File: src/rtl/if_fetch_pkg.sv
// Shared definitions for the instruction-fetch front end.
// Latency: n/a (types, constants and a helper only).
// Backpressure: n/a.
package if_fetch_pkg;

    localparam int XLEN   = 32;
    localparam int INST_W = 32;

    localparam logic [XLEN-1:0]   RESET_PC_DEF = 32'h0000_0000;
    localparam logic [INST_W-1:0] NOP_INST_DEF = 32'h0000_0013;
    localparam logic [XLEN-1:0]   PC_STEP      = 32'd4;

    // One buffered fetch: the instruction word and the PC it was fetched from.
    typedef struct packed {
        logic [XLEN-1:0]   pc;
        logic [INST_W-1:0] inst;
    } fetch_entry_t;

    // Instructions are word aligned; the low two target bits carry no meaning.
    function automatic logic [XLEN-1:0] pc_align(input logic [XLEN-1:0] pc);
        return pc & ~32'd3;
    endfunction

endpackage

File: src/rtl/if_fetch_if.sv
// Fetch-unit boundary: memory request/response, redirect input and decode output.
// Latency: wires only.
// Backpressure: request side valid/ready; response side never stalls; decode side valid/ready.
interface if_fetch_if;
    import if_fetch_pkg::*;

    logic              redirect_valid;
    logic [XLEN-1:0]   redirect_pc;
    logic              imem_req_valid;
    logic              imem_req_ready;
    logic [XLEN-1:0]   imem_addr;
    logic              imem_rsp_valid;
    logic [INST_W-1:0] imem_rsp_data;
    logic              if_valid;
    logic              if_ready;
    logic [XLEN-1:0]   if_pc;
    logic [INST_W-1:0] if_inst;

    // Fetch unit side.
    modport master (
        input  redirect_valid, redirect_pc, imem_req_ready, imem_rsp_valid, imem_rsp_data, if_ready,
        output imem_req_valid, imem_addr, if_valid, if_pc, if_inst
    );

    // Environment side: next-PC logic, instruction memory and decode.
    modport slave (
        output redirect_valid, redirect_pc, imem_req_ready, imem_rsp_valid, imem_rsp_data, if_ready,
        input  imem_req_valid, imem_addr, if_valid, if_pc, if_inst
    );

endinterface

File: src/rtl/if_fetch_queue.sv
// In-order DEPTH-entry FIFO of {pc, inst} with synchronous flush.
// Latency: a push is visible at the head one cycle later.
// Backpressure: none internally; the caller guarantees no push into a full queue without a pop.
module if_fetch_queue
    import if_fetch_pkg::*;
#(
    parameter  int DEPTH = 2,
    localparam int AW    = $clog2(DEPTH),
    localparam int CW    = $clog2(DEPTH) + 1
) (
    input  logic          clk,
    input  logic          rst,
    input  logic          push_i,
    input  fetch_entry_t  push_dat_i,
    input  logic          pop_i,
    input  logic          flush_i,
    output fetch_entry_t  head_dat_o,
    output logic [CW-1:0] count_o,
    output logic          full_o,
    output logic          empty_o
);

    fetch_entry_t  mem_q [DEPTH];
    logic [AW-1:0] rd_ptr_q, rd_ptr_d;
    logic [AW-1:0] wr_ptr_q, wr_ptr_d;
    logic [CW-1:0] count_q, count_d;
    logic          do_push;
    logic          do_pop;

    assign head_dat_o = mem_q[rd_ptr_q];
    assign count_o    = count_q;
    assign full_o     = (count_q == CW'(DEPTH));
    assign empty_o    = (count_q == '0);

    // Flush wins over everything; otherwise pop only a real entry and push when asked.
    always_comb begin
        do_pop   = pop_i && !empty_o && !flush_i;
        do_push  = push_i && !flush_i;
        rd_ptr_d = rd_ptr_q;
        wr_ptr_d = wr_ptr_q;
        count_d  = count_q;
        if (flush_i) begin
            rd_ptr_d = '0;
            wr_ptr_d = '0;
            count_d  = '0;
        end else begin
            if (do_pop) begin
                rd_ptr_d = rd_ptr_q + AW'(1);
            end
            if (do_push) begin
                wr_ptr_d = wr_ptr_q + AW'(1);
            end
            count_d = count_q + CW'(do_push) - CW'(do_pop);
        end
    end

    // Pointer, occupancy and storage registers.
    always_ff @(posedge clk or posedge rst) begin
        if (rst) begin
            rd_ptr_q <= '0;
            wr_ptr_q <= '0;
            count_q  <= '0;
            for (int i = 0; i < DEPTH; i++) begin
                mem_q[i] <= '0;
            end
        end else begin
            rd_ptr_q <= rd_ptr_d;
            wr_ptr_q <= wr_ptr_d;
            count_q  <= count_d;
            if (do_push) begin
                mem_q[wr_ptr_q] <= push_dat_i;
            end
        end
    end

endmodule

File: src/rtl/if_fetch.sv
// Instruction-fetch front end: issues PCs to imem, buffers {pc, inst}, squashes wrong-path fetches.
// Latency: response in cycle N -> if_valid in cycle N+1.
// Backpressure: issue stops once queued + in-flight + to-be-dropped fetches reach DEPTH.
module if_fetch
    import if_fetch_pkg::*;
#(
    parameter logic [XLEN-1:0]   RESET_PC = RESET_PC_DEF,
    parameter int                DEPTH    = 2,
    parameter logic [INST_W-1:0] NOP_INST = NOP_INST_DEF
) (
    input logic        clk,
    input logic        rst,
    if_fetch_if.master bus
);

    localparam int CW = $clog2(DEPTH) + 1;
    localparam int SW = CW + 2;

    logic [XLEN-1:0] fetch_pc_q, fetch_pc_d;
    logic [XLEN-1:0] rsp_pc_q, rsp_pc_d;
    logic [CW-1:0]   inflight_q, inflight_d;
    logic [CW-1:0]   drop_cnt_q, drop_cnt_d;
    logic [SW-1:0]   outstanding;
    logic            req_hs;
    logic            rsp_keep;
    logic            q_pop;
    logic            q_full;
    logic            q_empty;
    logic [CW-1:0]   q_count;
    fetch_entry_t    q_head;
    fetch_entry_t    q_push_dat;

    // Every slot that a response could still land in counts against the cap,
    // including responses we already know will be thrown away.
    assign outstanding        = SW'(q_count) + SW'(inflight_q) + SW'(drop_cnt_q);
    assign bus.imem_req_valid = !rst && !bus.redirect_valid && (outstanding < SW'(DEPTH));
    assign bus.imem_addr      = fetch_pc_q;
    assign req_hs             = bus.imem_req_valid && bus.imem_req_ready;
    assign rsp_keep           = bus.imem_rsp_valid && !bus.redirect_valid && (drop_cnt_q == '0);
    assign q_pop              = !q_empty && bus.if_ready;
    assign q_push_dat         = '{pc: rsp_pc_q, inst: bus.imem_rsp_data};

    assign bus.if_valid = !q_empty;
    assign bus.if_pc    = q_empty ? '0 : q_head.pc;
    assign bus.if_inst  = q_empty ? NOP_INST : q_head.inst;

    // Next PCs and fetch accounting; a redirect turns every outstanding fetch into a drop.
    always_comb begin
        fetch_pc_d = fetch_pc_q;
        rsp_pc_d   = rsp_pc_q;
        inflight_d = inflight_q;
        drop_cnt_d = drop_cnt_q;
        if (bus.redirect_valid) begin
            fetch_pc_d = pc_align(bus.redirect_pc);
            rsp_pc_d   = pc_align(bus.redirect_pc);
            drop_cnt_d = drop_cnt_q + inflight_q - CW'(bus.imem_rsp_valid);
            inflight_d = '0;
        end else begin
            if (req_hs) begin
                fetch_pc_d = fetch_pc_q + PC_STEP;
            end
            if (rsp_keep) begin
                rsp_pc_d = rsp_pc_q + PC_STEP;
            end
            inflight_d = inflight_q + CW'(req_hs) - CW'(rsp_keep);
            if (bus.imem_rsp_valid && (drop_cnt_q != '0)) begin
                drop_cnt_d = drop_cnt_q - CW'(1);
            end
        end
    end

    // Architectural fetch state.
    always_ff @(posedge clk or posedge rst) begin
        if (rst) begin
            fetch_pc_q <= RESET_PC;
            rsp_pc_q   <= RESET_PC;
            inflight_q <= '0;
            drop_cnt_q <= '0;
        end else begin
            fetch_pc_q <= fetch_pc_d;
            rsp_pc_q   <= rsp_pc_d;
            inflight_q <= inflight_d;
            drop_cnt_q <= drop_cnt_d;
        end
    end

    if_fetch_queue #(
        .DEPTH (DEPTH)
    ) u_queue (
        .clk        (clk),
        .rst        (rst),
        .push_i     (rsp_keep),
        .push_dat_i (q_push_dat),
        .pop_i      (q_pop),
        .flush_i    (bus.redirect_valid),
        .head_dat_o (q_head),
        .count_o    (q_count),
        .full_o     (q_full),
        .empty_o    (q_empty)
    );

    // The issue cap must keep a kept response from ever landing on a full queue.
    assert property (@(posedge clk) disable iff (rst) !(rsp_keep && q_full && !q_pop));

endmodule

File: src/flat_wrapper.sv
// flat-port wrapper written by rule: the top's interface ports become plain ports
module if_fetch_flat import if_fetch_pkg::*;
#(
    parameter logic [XLEN-1:0]   RESET_PC = RESET_PC_DEF,
    parameter int                DEPTH    = 2,
    parameter logic [INST_W-1:0] NOP_INST = NOP_INST_DEF
)
  (clk, rst, bus_redirect_valid, bus_redirect_pc, bus_imem_req_ready, bus_imem_rsp_valid, bus_imem_rsp_data, bus_if_ready, bus_imem_req_valid, bus_imem_addr, bus_if_valid, bus_if_pc, bus_if_inst);
  if_fetch_if bus_i ();
  input logic clk;
  input logic rst;
  input wire logic [$bits(bus_i.redirect_valid)-1:0] bus_redirect_valid;
  input wire logic [$bits(bus_i.redirect_pc)-1:0] bus_redirect_pc;
  input wire logic [$bits(bus_i.imem_req_ready)-1:0] bus_imem_req_ready;
  input wire logic [$bits(bus_i.imem_rsp_valid)-1:0] bus_imem_rsp_valid;
  input wire logic [$bits(bus_i.imem_rsp_data)-1:0] bus_imem_rsp_data;
  input wire logic [$bits(bus_i.if_ready)-1:0] bus_if_ready;
  output wire logic [$bits(bus_i.imem_req_valid)-1:0] bus_imem_req_valid;
  output wire logic [$bits(bus_i.imem_addr)-1:0] bus_imem_addr;
  output wire logic [$bits(bus_i.if_valid)-1:0] bus_if_valid;
  output wire logic [$bits(bus_i.if_pc)-1:0] bus_if_pc;
  output wire logic [$bits(bus_i.if_inst)-1:0] bus_if_inst;
  assign bus_i.redirect_valid = bus_redirect_valid;
  assign bus_i.redirect_pc = bus_redirect_pc;
  assign bus_i.imem_req_ready = bus_imem_req_ready;
  assign bus_i.imem_rsp_valid = bus_imem_rsp_valid;
  assign bus_i.imem_rsp_data = bus_imem_rsp_data;
  assign bus_i.if_ready = bus_if_ready;
  assign bus_imem_req_valid = bus_i.imem_req_valid;
  assign bus_imem_addr = bus_i.imem_addr;
  assign bus_if_valid = bus_i.if_valid;
  assign bus_if_pc = bus_i.if_pc;
  assign bus_if_inst = bus_i.if_inst;
  if_fetch #(.RESET_PC(RESET_PC), .DEPTH(DEPTH), .NOP_INST(NOP_INST)) u_core (.clk(clk), .rst(rst), .bus(bus_i));
endmodule
File: config.mk
export PLATFORM = sky130hd
export DESIGN_NAME = if_fetch_flat
export DESIGN_NICKNAME = d
export VERILOG_FILES = /design/src/rtl/if_fetch_pkg.sv /design/src/rtl/if_fetch_if.sv /design/src/rtl/if_fetch_queue.sv /design/src/rtl/if_fetch.sv /design/src/flat_wrapper.sv
export SDC_FILE = /design/constraint.sdc
export NUM_CORES = 1
export LEC_CHECK = 0
export ABC_AREA = 1
export CAP_MARGIN = 40
export CORE_AREA = 5 5 158 160
export DETAILED_ROUTE_END_ITERATION = 12
export DIE_AREA = 0 0 163 165
export GPL_TIMING_DRIVEN = 0
export PLACE_DENSITY = 0.71
export SYNTH_ARGS = -nofsm -noshare
export SYNTH_HDL_FRONTEND = slang
export SYNTH_SLANG_ARGS = --single-unit
File: constraint.sdc
create_clock -name clk -period 10.7 [get_ports clk]
set_clock_uncertainty 0.15 [all_clocks]
set_input_delay 2.14 -clock clk [delete_from_list [all_inputs] [get_ports clk]]
set_output_delay 2.14 -clock clk [all_outputs]
set_load 0.02 [all_outputs]
# Yosys cells after proc, flatten, opt, wreduce, memory -nomap -nowiden
# Cells that the tools add are included.
word_totals:
  reg_bits: 200
  latch_bits: 0
  ramBits: 0
  mem_bits_ro: 0
  wordCells: 72
  mem_count: 0
classes:
  add_sub_neg: 13
  n_mul: 0
  n_div: 0
  order_cmp: 4
  n_eq_ne: 0
  shifts: 0
  mux: 20
  n_bitwise: 2
  reduce_logical: 22
op_table:
  columns: ["op", "count"]
  rows:
  - ["2-to-1 mux 64 bit", 4]
  - ["2-to-1 mux 32 bit", 6]
  - ["bitwise mux 128 bit", 1]
  - ["adder 32 x 3 -> 32 bit, second input constant", 2]
  - ["demux 64 bit (select 1 bit)", 1]
  - ["nonzero test 2 bit", 6]
  - ["logical AND 1 bit", 11]
  - ["2-to-1 mux 2 bit", 4]
  - ["subtractor 2 x 1 -> 2 bit", 3]
  - ["adder 2 x 1 -> 2 bit", 2]
  - ["adder 4 x 2 -> 4 bit", 1]
  - ["greater-or-equal comparator 2 bit, second input constant", 2]
  - ["logical NOT 2 bit", 2]
  - ["less-than comparator 4 x 2 -> 1 bit, second input constant", 1]
  - ["2-to-1 mux 1 bit", 4]
  - ["NOT 1 -> 2 bit", 2]
  - ["adder 2 x 2 -> 3 bit", 1]
  - ["logical NOT 1 bit", 3]
  - ["adder 1 bit, second input constant", 2]
  - ["adder 2 bit", 1]
  - ["less-than comparator 2 x 1 -> 1 bit, second input constant", 1]
  - ["subtractor 2 x 1 -> 2 bit, second input constant", 1]

# Longest topological paths before layout
# Gate-level depths: netlist of run 1.
logic_depth:
  ltp_word: 8
  ltp_mapped: 12
  mapped_depth_nobuf: 11

# Cells and area by module
# From an unflattened synthesis of run 1, not the netlist that was laid out.
hier_totals:
  cells_unflattened: 1517
  area_unflattened_um2: 10876.7
modules_own_cells:
  columns: ["mod", "n_inst", "cells_each", "area_each_um2", "seq_area_each_um2"]
  rows:
  - ["if_fetch_queue", 1, 717, 5900.7, 3303.2]
  - ["if_fetch", 1, 800, 4976.0, 1601.5]

# Worst setup path after synthesis of run 1
# Ideal clock, no wire load.
synth_path:
  path_type: "input port to output port"
  start: "input port rst"
  end: "output port bus_imem_req_valid"
  arrival_time_ns: 7.009
  t_required_ns: 8.410
  path_slack_ns: 1.401
  path_stages: 5
  path_buffers: 0
  path_cell_list: "inv_1 -> nand3_1 -> a21oi_2 -> nand2_1 -> inv_1"
synth_via:
  elab_chain_cells: 3
synth_lines:
  columns: ["item", "line_no", "text"]
  rows:
  - ["start: declaration", "flat_wrapper.sv:11", "input logic rst;"]
  - ["logical NOT 1 bit", "if_fetch.sv:36", "assign bus.imem_req_valid = !rst && !bus.redirect_valid && (outstanding < SW'(DEPTH));"]
  - ["logical AND 1 bit (2 in series)", "if_fetch.sv:36", null]
  - ["end: declaration", "flat_wrapper.sv:18", "output wire logic [$bits(bus_i.imem_req_valid)-1:0] bus_imem_req_valid;"]
# Every way passes these cells.

# Final worst setup path of run 1
# Same ends and word-level chain as after synthesis.

==> results.md, run 1 <==
- Run status: completed
- Worst slew pin tran: about 0.7 ns
- Max Clk Rate: around 0.14 GHz
- Startpoint Class: input pin
- Syn avg cell area: 7.42 sq um
- Yosys cell types: 35
- Die area: approximately 27,000 sq um
- TritonCTS clock tree: done
- Num CTS Buffers: 17
- Share of cells above drive strength 1: 0.0515
- HPWL Detailed: around 22 mm
- Commonest non-fill, non-tap cell in the layout: nand2_1
- Sequential fraction of the synthesis area: 0.478
- Clock root cell: clkbuf_16
- Number of I/O pins: about 170
- Post-DP Area: approximately 12,000 sq um
- Final critical-path share of the clock period: 0.655
- First-pass GRT wire length: 47.1 mm
- Cell breakdown of the critical path: clkdlybuf4s50_1, inv_8, buf_16, nand3_1, a21oi_2, nand2_1, inv_1, clkdlybuf4s50_1
- Height of the chip: 165 microns
- Leak: 5.82 nW
- Clk sink count: about 190
- Clk slew on worst S/H paths: 0.07 ns
- Switching Share: 0.374
- Fin. max-slew vios: 0
- Die width: about 160 microns
- Clk buf depth: 2
- Largest net degree at the start of global routing: roughly 110
- Worst Path Arrival: about 4.7 ns
- Antenna Nets Post-Route: 0
- Vias per inst: 5.12
- H-tree Lvls: 4
- GRT Total Usage: 0.219
- PwrDens: 211 nW/um^2
- Top cell by count, worst path: clkdlybuf4s50_1
- Seq pwr share: 0.423
- Area delta synth->final: 26.5%
- Crit-path leading delay family: buffers and inverters
- RSZ-0062 raised after global routing: false
- Hold buffers post-CTS: 0
- PortBufs: between 150 and 200
- Final worst setup slack: 3.69 ns
- Normalized max-slew margin: 0.521
- Int Power: 0.00168 W
- Post-Place Cells: roughly 1.8k
- Slowest CP cell: clkdlybuf4s50_1
- Buffers & Inverters on Critical Path: 5
- Setup bufs post-CTS: 0
- Drt first pass iters: 6
- Post-route DRC violation count: 0
- Nets: 1,622
- Seq cells post-synth: 192
- Commonest non-fill, non-tap cells in the layout: 505 x nand2_1, 192 x dfrtp_1, 161 x clkdlybuf4s50_1, 157 x o21ai_0, 118 x inv_1
- Worst hold path class: reg2reg
- Critical path peak fanout: roughly 110
- Gr ovfl total: 0
- CP max stage delay: approximately 0.6 ns
- Wire per inst: 15.8 microns
- Sw Pwr: 0.00100 W
- Yosys warnings: 0
- Crit path time final: 7.01 ns
- Combinational share of power: 0.330
- Post-route insts no fill: 1,871
- Vias in the first global route: 9,235
- Final Instance Area: 12,700 sq um
- Initial antenna violation count: 0
- Initial drt markers: 895
- Syn Inst Count: around 1.4k
- N_diodes: 0
- Initial Util: 0.432
- Part of the power in the clock network: 0.246
- Final setup vio count: 0
- Core outline area: 23,300 sq um
- Post-cts sizing count: 0
- Setup crit end kind: output pin
- Max capacitance violation total: 0
- Via count: 9,581
- GPL Wtd Cong: 0.963
- Clk_lat worst skew: around 0.43 ns
- Post-Place Setup Slack: 3.59 ns
- Final hold viol count: 0
- Final wirelength: around 30 mm
- Mapped cell area: about 10,000 sq um
- Worst hold margin: 0.335 ns
- Peak supply drop: 0.103 mV
- CP required: 8.41 ns
- Worst Setup Path Type: in2out
- Row cnt: 56
-- power groups by stage --
stage                     Sequential [W]  Clock, W  Combinational [W]
after floorplan                  0.00113         0           0.000545
after global placement           0.00113         0           0.000860
after detailed placement         0.00114         0           0.000885
after CTS                        0.00113  0.000666           0.000891
after global routing             0.00116  0.000694           0.000996
final                            0.00113  0.000660           0.000885
-- final cells by class --
class	count	area [sq um]
fill	2191	10500
tap	319	399
timing repair buffer	162	1640
buffer	63	293
sequential	192	4800
clock inverter	14	170
clock buffer	18	439
multi-input combinational	979	4500
inverter	124	474
-- cells in the mapped netlist (all sizes together) --
library cell    n  area, sq um
nand2         510         1930
dfrtp         192         4800
o21ai         157          786
inv           123          462
nor2           82          333
nand3          73          378
a21oi          70          354
clkbuf         32          120
buf            31          173
xor2           16          140
xnor2          12          105
ha             11          138
nand3b         10         75.1
nand4           8         50.1
nor3            8         40.0
o211ai          6         45.0
o21bai          4         30.0
a22oi           2         15.0
fa              2         40.0
a31oi           1         6.26
clkinv          1         5.00
conb            1         3.75
nor3b           1         7.51
o21a            1         7.51
o31ai           1         7.51
-- worst paths after layout --
path | slack [ns] | cells past startpoint | start | to
min in group asynchronous | 2.04 | 2 | rst | u_core.u_queue.mem_q[94]$_DFFE_PP0P_
max in group asynchronous | 7.44 | 3 | rst | u_core.rsp_pc_q[19]$_DFFE_PP0N_
max reg2reg | 7.44 | 12 | u_core.u_queue.count_o[0]$_DFF_PP0_ | u_core.inflight_q[1]$_DFF_PP0_
min | 0.33 | 2 | u_core.u_queue.mem_q[53]$_DFFE_PP0P_ | u_core.u_queue.mem_q[53]$_DFFE_PP0P_
max | 3.69 | 8 | rst | bus_imem_req_valid
min reg2reg | 0.33 | 2 | u_core.u_queue.mem_q[53]$_DFFE_PP0P_ | u_core.u_queue.mem_q[53]$_DFFE_PP0P_
-- stage by stage --
| stage | power [W] | utilization | TNS (ns) |
|---|---|---|---|
| 4_1_cts | 0.00269 | 0.547 | 0 |
| 6_report | 0.00268 | 0.547 | 0 |
| 3_5_place_dp | 0.00203 | 0.521 | 0 |
| 3_3_place_gp | 0.00199 | 0.519 | -1.19 |
| 2_1_floorplan | 0.00167 | - | 0 |
| 5_1_grt | 0.00285 | 0.547 | 0 |
-- per-layer routing --
layer / vias to the layer above / part of all wire / routed length [microns] / GRT usage
met1: 4507 / 0.45 / 13400 / 0.313
met5: - / 0 / 0 / 0
met3: 36 / 0.064 / 1900 / 0.0324
li1: 4663 / - / - / -
met2: 375 / 0.47 / 13900 / 0.355
met4: 0 / 0.013 / 382 / 0.0473
-- sequential cells by signal, summed over array words and instances, names as in the netlist --
| name | count |
|---|---|
| u_core.u_queue.rd_ptr_q | 1 |
| u_core.rsp_pc_q | 30 |
| u_core.bus.imem_addr | 30 |
| u_core.inflight_q | 2 |
| u_core.drop_cnt_q | 2 |
| u_core.u_queue.mem_q | 124 |
| u_core.u_queue.wr_ptr_q | 1 |
| u_core.u_queue.count_o | 2 |
-- cells by family (layout without fill, tap and decap cells) --
kind of cell | count (synthesis) | in the layout | share of synthesized area
compound gates | 242 | 242 | 0.124
xor+xnor | 28 | 28 | 0.0244
fa+ha+maj | 13 | 13 | 0.0177
buf+inv | 187 | 381 | 0.0755
flops | 192 | 192 | 0.478
other cells | 1 | 4 | 0.000373
simple gates | 692 | 692 | 0.280
-- worst reg2reg max path: stages, from the launching register on --
cell and delay [ns]:
dfrtp_1 0.42, ha_1 0.23, fa_1 0.51, inv_1 0.06, fa_1 0.50, nand3_1 0.09, a21oi_2 0.20, nand3_4 0.16
inv_2 0.19, buf_4 0.22, ha_1 0.18, xor2_1 0.14, nor2_1 0.06
(Power assumes the default switching activity.)
==> inputs of run 2 (changes only) <==
PLACE_DENSITY = 0.74   (was 0.71)
clock period = 5.69 ns   (was 10.7 ns; I/O delays follow)
==> run 2 against run 1 <==
  * First-iteration DRC count decreased by 1.7%
  * Sequential cell count unchanged
  * Sequential share of layout area decreased by 0.38 points
  * Routed wire length increased by 1.2%
  * Combinational power increased by 89%
  * Worst hold slack improved by 0.00057 ns
  * Critical endpoint unchanged
  * Core utilization increased by 0.56 points
  * Clock power increased by 98%
  * Final cell count increased by 0.27%
  * Non-clock buffer count increased by 5
  * Sequential power increased by 88%
==> results.md, run 2 (synthesis results as in run 1) <==
- Run status: completed
- Antenna Nets Post-Route: 0 (unchanged)
- Height of the chip: 165 microns (unchanged)
- Nets: 1,627 (+0.31%)
- Worst Setup Path Type: in2out
- Met3 Usage GRT: 0.0382 (+0.00574)
- Normalized max-slew margin: 0.527 (+0.00670)
- Core outline area: 23,300 sq um (unchanged)
- Final wirelength: 29.9 mm (+1.2%)
- Met1 global-route usage: 0.316 (+0.00307)
- Post-cts sizing count: 0 (unchanged)
- Max capacitance violation total: 0 (unchanged)
- Peak supply drop: 0.211 mV (+100%)
- Largest net degree at the start of global routing: 40 (-63%)
- Number of I/O pins: 168 (unchanged)
- Via count: 9,710 (+1.3%)
- Final setup vio count: 0 (unchanged)
- Seq pwr share: 0.417 (-0.006)
- Worst slew pin tran: 0.709 ns (-0.00740 ns)
- Setup TNS: 0 ns (unchanged)
- Hold buffers post-CTS: 0 (unchanged)
- Post-route insts no fill: 1,876 (+0.27%)
- Initial Util: 0.432 (unchanged)
- Row cnt: 56 (unchanged)
- Critical path peak fanout: 24 (-78%)
- Clock root cell: clkbuf_16
- Clk_lat worst skew: 0.44 ns (about the same)
- Vias in the first global route: 9,442 (+2.2%)
- Clk buf depth: 2 (unchanged)
- Max FFs per register: 124 (unchanged)
- Post-Place Cells: 1,844 (+0.27%)
- RSZ-0062 raised after global routing: false
- Worst hold path class: reg2reg
- Die area: 26,900 sq um (unchanged)
- Fin. max-slew vios: 0 (unchanged)
- Grt met2 use: 0.370 (+0.0147)
- Final critical-path share of the clock period: 0.793
- PwrDens: 398 nW/um^2 (+89%)
- Sw Pwr: 0.00191 W (+91%)
- Switching Share: 0.374 (about the same)
- Final hold viol count: 0 (unchanged)
- Initial antenna violation count: 0 (unchanged)
- Int Power: 0.00320 W (+91%)
- Die width: 163 microns (unchanged)
- Commonest non-fill, non-tap cell in the layout: nand2_1
- Leak: 5.88 nW (+1.0%)
- Part of the power in the clock network: 0.256 (+0.010)
- Drt first pass iters: 7 (+1)
- Clk sink count: 192 (unchanged)
- Num CTS Buffers: 17 (unchanged)
- Setup crit end kind: output pin
- HPWL Detailed: 22.1 mm (+2.6%)
- Commonest non-fill, non-tap cells in the layout: 505 x nand2_1, 192 x dfrtp_1, 161 x clkdlybuf4s50_1, 157 x o21ai_0, 117 x inv_1
- Combinational share of power: 0.327 (-0.003)
- Post-route DRC violation count: 0 (unchanged)
- Setup bufs post-CTS: 0 (unchanged)
- Vias per inst: 5.18 (+1.1%)
- Initial drt markers: 880 (-1.7%)
- Clk slew on worst S/H paths: 0.07 ns (about the same)
- PortBufs: 161 (unchanged)
- Worst Path Arrival: 3.23 ns (-1.49 ns)
- Startpoint Class: input pin
- CP required: 4.40 ns (-4.01 ns)
- Wire per inst: 15.9 microns (+0.88%)
- GPL Wtd Cong: 0.921 (-4.3%)
- Area delta synth->final: 27.8%
- Gr ovfl total: 0 (unchanged)
- GRT Total Usage: 0.226 (+0.00778)
- Fillers: 2,186 (-0.23%)
- Max Clk Rate: 0.222 GHz
- H-tree Lvls: 4 (unchanged)
- TritonCTS clock tree: done
- Largest register by flop count: u_core.u_queue.mem_q
- N_diodes: 0 (unchanged)
- Crit path time final: 4.51 ns
- Global route hottest layer: met2
- First-pass GRT wire length: 48.6 mm (+3.1%)
- Share of cells above drive strength 1: 0.0552 (+0.00369)
-- run 2: final timing paths --
path	start	end	slack (ns)	cells after the start
worst max-delay path	rst	bus_imem_req_valid	1.18	8
worst max register to register	u_core.u_queue.count_o[0]$_DFF_PP0_	u_core.inflight_q[1]$_DFF_PP0_	2.44	12
worst min-delay path	u_core.u_queue.mem_q[111]$_DFFE_PP0P_	u_core.u_queue.mem_q[111]$_DFFE_PP0P_	0.34	2
max in group asynchronous	rst	u_core.u_queue.mem_q[64]$_DFFE_PP0P_	3.70	4
min in group asynchronous	rst	u_core.u_queue.mem_q[35]$_DFFE_PP0P_	0.93	2
worst min register to register	u_core.u_queue.mem_q[111]$_DFFE_PP0P_	u_core.u_queue.mem_q[111]$_DFFE_PP0P_	0.34	2
-- run 2: power groups by stage --
stage / clock, W / sequential (W) / combinational, W
after floorplan: 0 / 0.00212 / 0.00103
after global placement: 0 / 0.00213 / 0.00162
after detailed placement: 0 / 0.00214 / 0.00168
after CTS: 0.00131 / 0.00212 / 0.00169
after global routing: 0.00137 / 0.00218 / 0.00190
final: 0.00131 / 0.00213 / 0.00167
-- run 2: layer usage --
metal,vias up,share of wire
li1,4690,-
met3,31,0.076
met5,-,0
met4,0,0.013
met1,4608,0.45
met2,381,0.46
-- run 2: layout make-up --
| type | count | area (sq um) | area share |
|---|---|---|---|
| flip-flops and latches | 192 | 4800 | 0.374 |
| multi-input cells | 979 | 4500 | 0.350 |
| repair buffers | 167 | 1740 | 0.135 |
| inverters | 124 | 470 | 0.0366 |
| clock buffers | 17 | 425 | 0.0331 |
| well taps | 319 | 399 | 0.0311 |
| plain buffers | 63 | 293 | 0.0228 |
| clock inverters | 15 | 218 | 0.0169 |
-- run 2: through the flow --
step	area [sq um]	util	total power, W	setup WS, ns	hold WS (ns)
floorplan	10100	-	0.00315	-0.117	0.303
global placement	12100	0.519	0.00375	-2.37	0.315
detailed placement	12200	0.525	0.00382	1.11	0.323
CTS	12900	0.553	0.00512	1.11	0.340
global route	12900	0.553	0.00546	0.998	0.357
finish	12900	0.553	0.00512	1.18	0.336
-- run 2: worst max-delay path, cell delays in order --
cell and delay [ns]:
clkdlybuf4s50_1 0.44, clkinvlp_4 0.36, buf_12 0.24, nand3_1 0.11, a21oi_2 0.19, nand2_1 0.09
inv_2 0.05, clkdlybuf4s50_1 0.60
==> inputs of run 3 (changes only) <==
PLACE_DENSITY = 0.71   (was 0.74)
clock period = 4.5 ns   (was 5.69 ns; I/O delays follow)
==> run 3 against run 2 <==
  * First-iteration DRC count increased by 7.2%
  * Sequential cell count unchanged
  * Register-to-register slack got worse by 1.1 ns
  * Combinational power increased by 28%
  * Clock power increased by 12%
  * Worst hold slack got worse by 0.00096 ns
  * Sequential share of layout area increased by 0.12 points
  * Routed wire length about the same
  * Count of clock-buffer cells in the layout increased by 2
  * Via count decreased by 1.1%
  * Critical path type is now reg2out
  * Critical endpoint unchanged
  * Largest power group unchanged
  * Highest routed layer unchanged
==> results.md, run 3 (synthesis results as in run 1) <==
- Post-cts sizing count: 0 (unchanged)
- RSZ-0062 raised after global routing: false
- Vias per inst: 5.12 (-1.1%)
- Final worst setup slack: 0.296 ns (-0.879 ns)
- Pwr Total: 0.00629 W (+23%)
- Normalized max-slew margin: 0.519 (-0.00786)
- Largest register by flop count: u_core.u_queue.mem_q
- Vias in the first global route: 9,147 (-3.1%)
- Largest net degree at the start of global routing: 39 (-2.5%)
- Number of I/O pins: 168 (unchanged)
- Slowest CP cell: clkdlybuf4s50_1
- Buffers & Inverters on Critical Path: 3 (-2)
- Crit path time final: 4.20 ns
- Run status: completed
- Drt first pass iters: 5 (-2)
- Num CTS Buffers: 17 (unchanged)
- Antenna Nets Post-Route: 0 (unchanged)
- Commonest non-fill, non-tap cell in the layout: nand2_1
- Clk sink count: 192 (unchanged)
- Top cell by count, worst path: fa_1
- Nets: 1,627 (unchanged)
- PortBufs: 161 (unchanged)
- Clk buf depth: 2 (unchanged)
- CP startpoint: u_core.u_queue.count_o[0]$_DFF_PP0_
- Gr ovfl total: 0 (unchanged)
- Fin. max-slew vios: 0 (unchanged)
- Final Instance Area: 12,800 sq um (-0.33%)
- Peak supply drop: 0.240 mV (+14%)
- Final critical-path share of the clock period: 0.934
- Leak: 5.84 nW (-0.62%)
- RR Startpoint: u_core.u_queue.count_o[0]$_DFF_PP0_
- Final wirelength: 29.9 mm (about the same)
- Setup bufs post-CTS: 0 (unchanged)
- HP Start: u_core.u_queue.mem_q[113]$_DFFE_PP0P_
- Area delta synth->final: 27.4%
- Height of the chip: 165 microns (unchanged)
- Initial Util: 0.432 (unchanged)
- Cell breakdown of the critical path: ha_1, fa_1, inv_1, fa_1, nand3_1, a21oi_2, nand2_1, inv_2, clkdlybuf4s50_1
- CP max stage delay: 0.59 ns (about the same)
- Worst Setup Path Type: reg2out
- Wire per inst: 15.9 microns (about the same)
- Startpoint Class: flop
- PwrDens: 491 nW/um^2 (+23%)
- Clk_lat worst skew: 0.44 ns (about the same)
- GPL Wtd Cong: 0.903 (-2.0%)
- Critical path peak fanout: 3 (-88%)
- Die area: 26,900 sq um (unchanged)
- Hold buffers post-CTS: 0 (unchanged)
- Die width: 163 microns (unchanged)
- CP required: 3.45 ns (-0.95 ns)
- Max capacitance violation total: 0 (unchanged)
- Final hold viol count: 0 (unchanged)
- Row cnt: 56 (unchanged)
- First-pass GRT wire length: 47.9 mm (-1.4%)
- Crit-path leading delay family: adder cells
- Via count: 9,602 (-1.1%)
- Worst hold path class: reg2reg
- Worst Path Arrival: 3.15 ns (-0.08 ns)
- Core Util, Final: 0.551 (-0.00183)
- Initial drt markers: 943 (+7.2%)
- Clock root cell: clkbuf_16
- Initial antenna violation count: 0 (unchanged)
- Post-Place Setup Slack: 0.489 ns (-0.621 ns)
- GRT Total Usage: 0.224 (-0.00288)
- Post-route DRC violation count: 0 (unchanged)
- Core outline area: 23,300 sq um (unchanged)
- Share of cells above drive strength 1: 0.0565 (+0.00128)
- HPWL Detailed: 22.2 mm (+0.71%)
- Final setup vio count: 0 (unchanged)
- Max FFs per register: 124 (unchanged)
- Worst slew pin tran: 0.721 ns (+0.0118 ns)
- TritonCTS clock tree: done
- Clk slew on worst S/H paths: 0.07 ns (about the same)
- Commonest non-fill, non-tap cells in the layout: 505 x nand2_1, 192 x dfrtp_1, 161 x clkdlybuf4s50_1, 154 x o21ai_0, 117 x inv_1
- H-tree Lvls: 4 (unchanged)
- N_diodes: 0 (unchanged)
- Max Clk Rate: between 0.2 and 0.25 GHz
- Setup crit end kind: output pin
- Post-DP Area: 12,200 sq um (+0.32%)
-- run 3: changes by cell type in the layout (fill, tap and decap cells not counted), sizes merged --
cell	delta
bufinv	-3
clkbuf	+2
clkinv	+1
clkinvlp	+1
inv	-1
-- run 3: through the flow --
stage	hold WS, ns	cells	setup TNS (ns)
global placement	0.315	1838	-183.16
floorplan	0.303	1358	-12.73
global route	0.354	1876	0
finish	0.335	1876	0
CTS	0.340	1876	0
detailed placement	0.323	1844	0
-- run 3: final cells by class --
class / instances / area, sq um
fill: 2197 / 10500
inverter: 124 / 475
sequential: 192 / 4800
clock inverter: 13 / 119
tap: 319 / 399
buffer: 63 / 304
multi-input combinational: 979 / 4530
clock buffer: 19 / 443
timing repair buffer: 167 / 1740
-- run 3: power breakdown --
group          switching [W]  internal (W)
Clock               0.000727      0.000746
Sequential          0.000402       0.00229
Combinational        0.00127      0.000861
-- run 3: routing by layer --
| layer | part of all wire | routed length (microns) | track usage | vias up |
|---|---|---|---|---|
| li1 | - | - | - | 4691 |
| met1 | 0.45 | 13600 | 0.310 | 4537 |
| met2 | 0.46 | 13800 | 0.360 | 349 |
| met3 | 0.074 | 2200 | 0.0504 | 25 |
| met4 | 0.011 | 319 | 0.0515 | 0 |
| met5 | 0 | 0 | 0 | - |
-- run 3: final timing paths --
path | cells after the start | to | slack [ns]
max | 9 | bus_imem_req_valid | 0.30
min in group asynchronous | 2 | u_core.u_queue.mem_q[88]$_DFFE_PP0P_ | 0.62
min | 2 | u_core.u_queue.mem_q[113]$_DFFE_PP0P_ | 0.33
min reg2reg | 2 | u_core.u_queue.mem_q[113]$_DFFE_PP0P_ | 0.33
max in group asynchronous | 4 | u_core.rsp_pc_q[16]$_DFFE_PP0N_ | 2.82
max reg2reg | 12 | u_core.inflight_q[1]$_DFF_PP0_ | 1.39
-- run 3: worst min-delay path, stage by stage (launching register included) --
cell,delay [ns]
dfrtp_1,0.34
nand2_1,0.05
o21ai_0,0.06
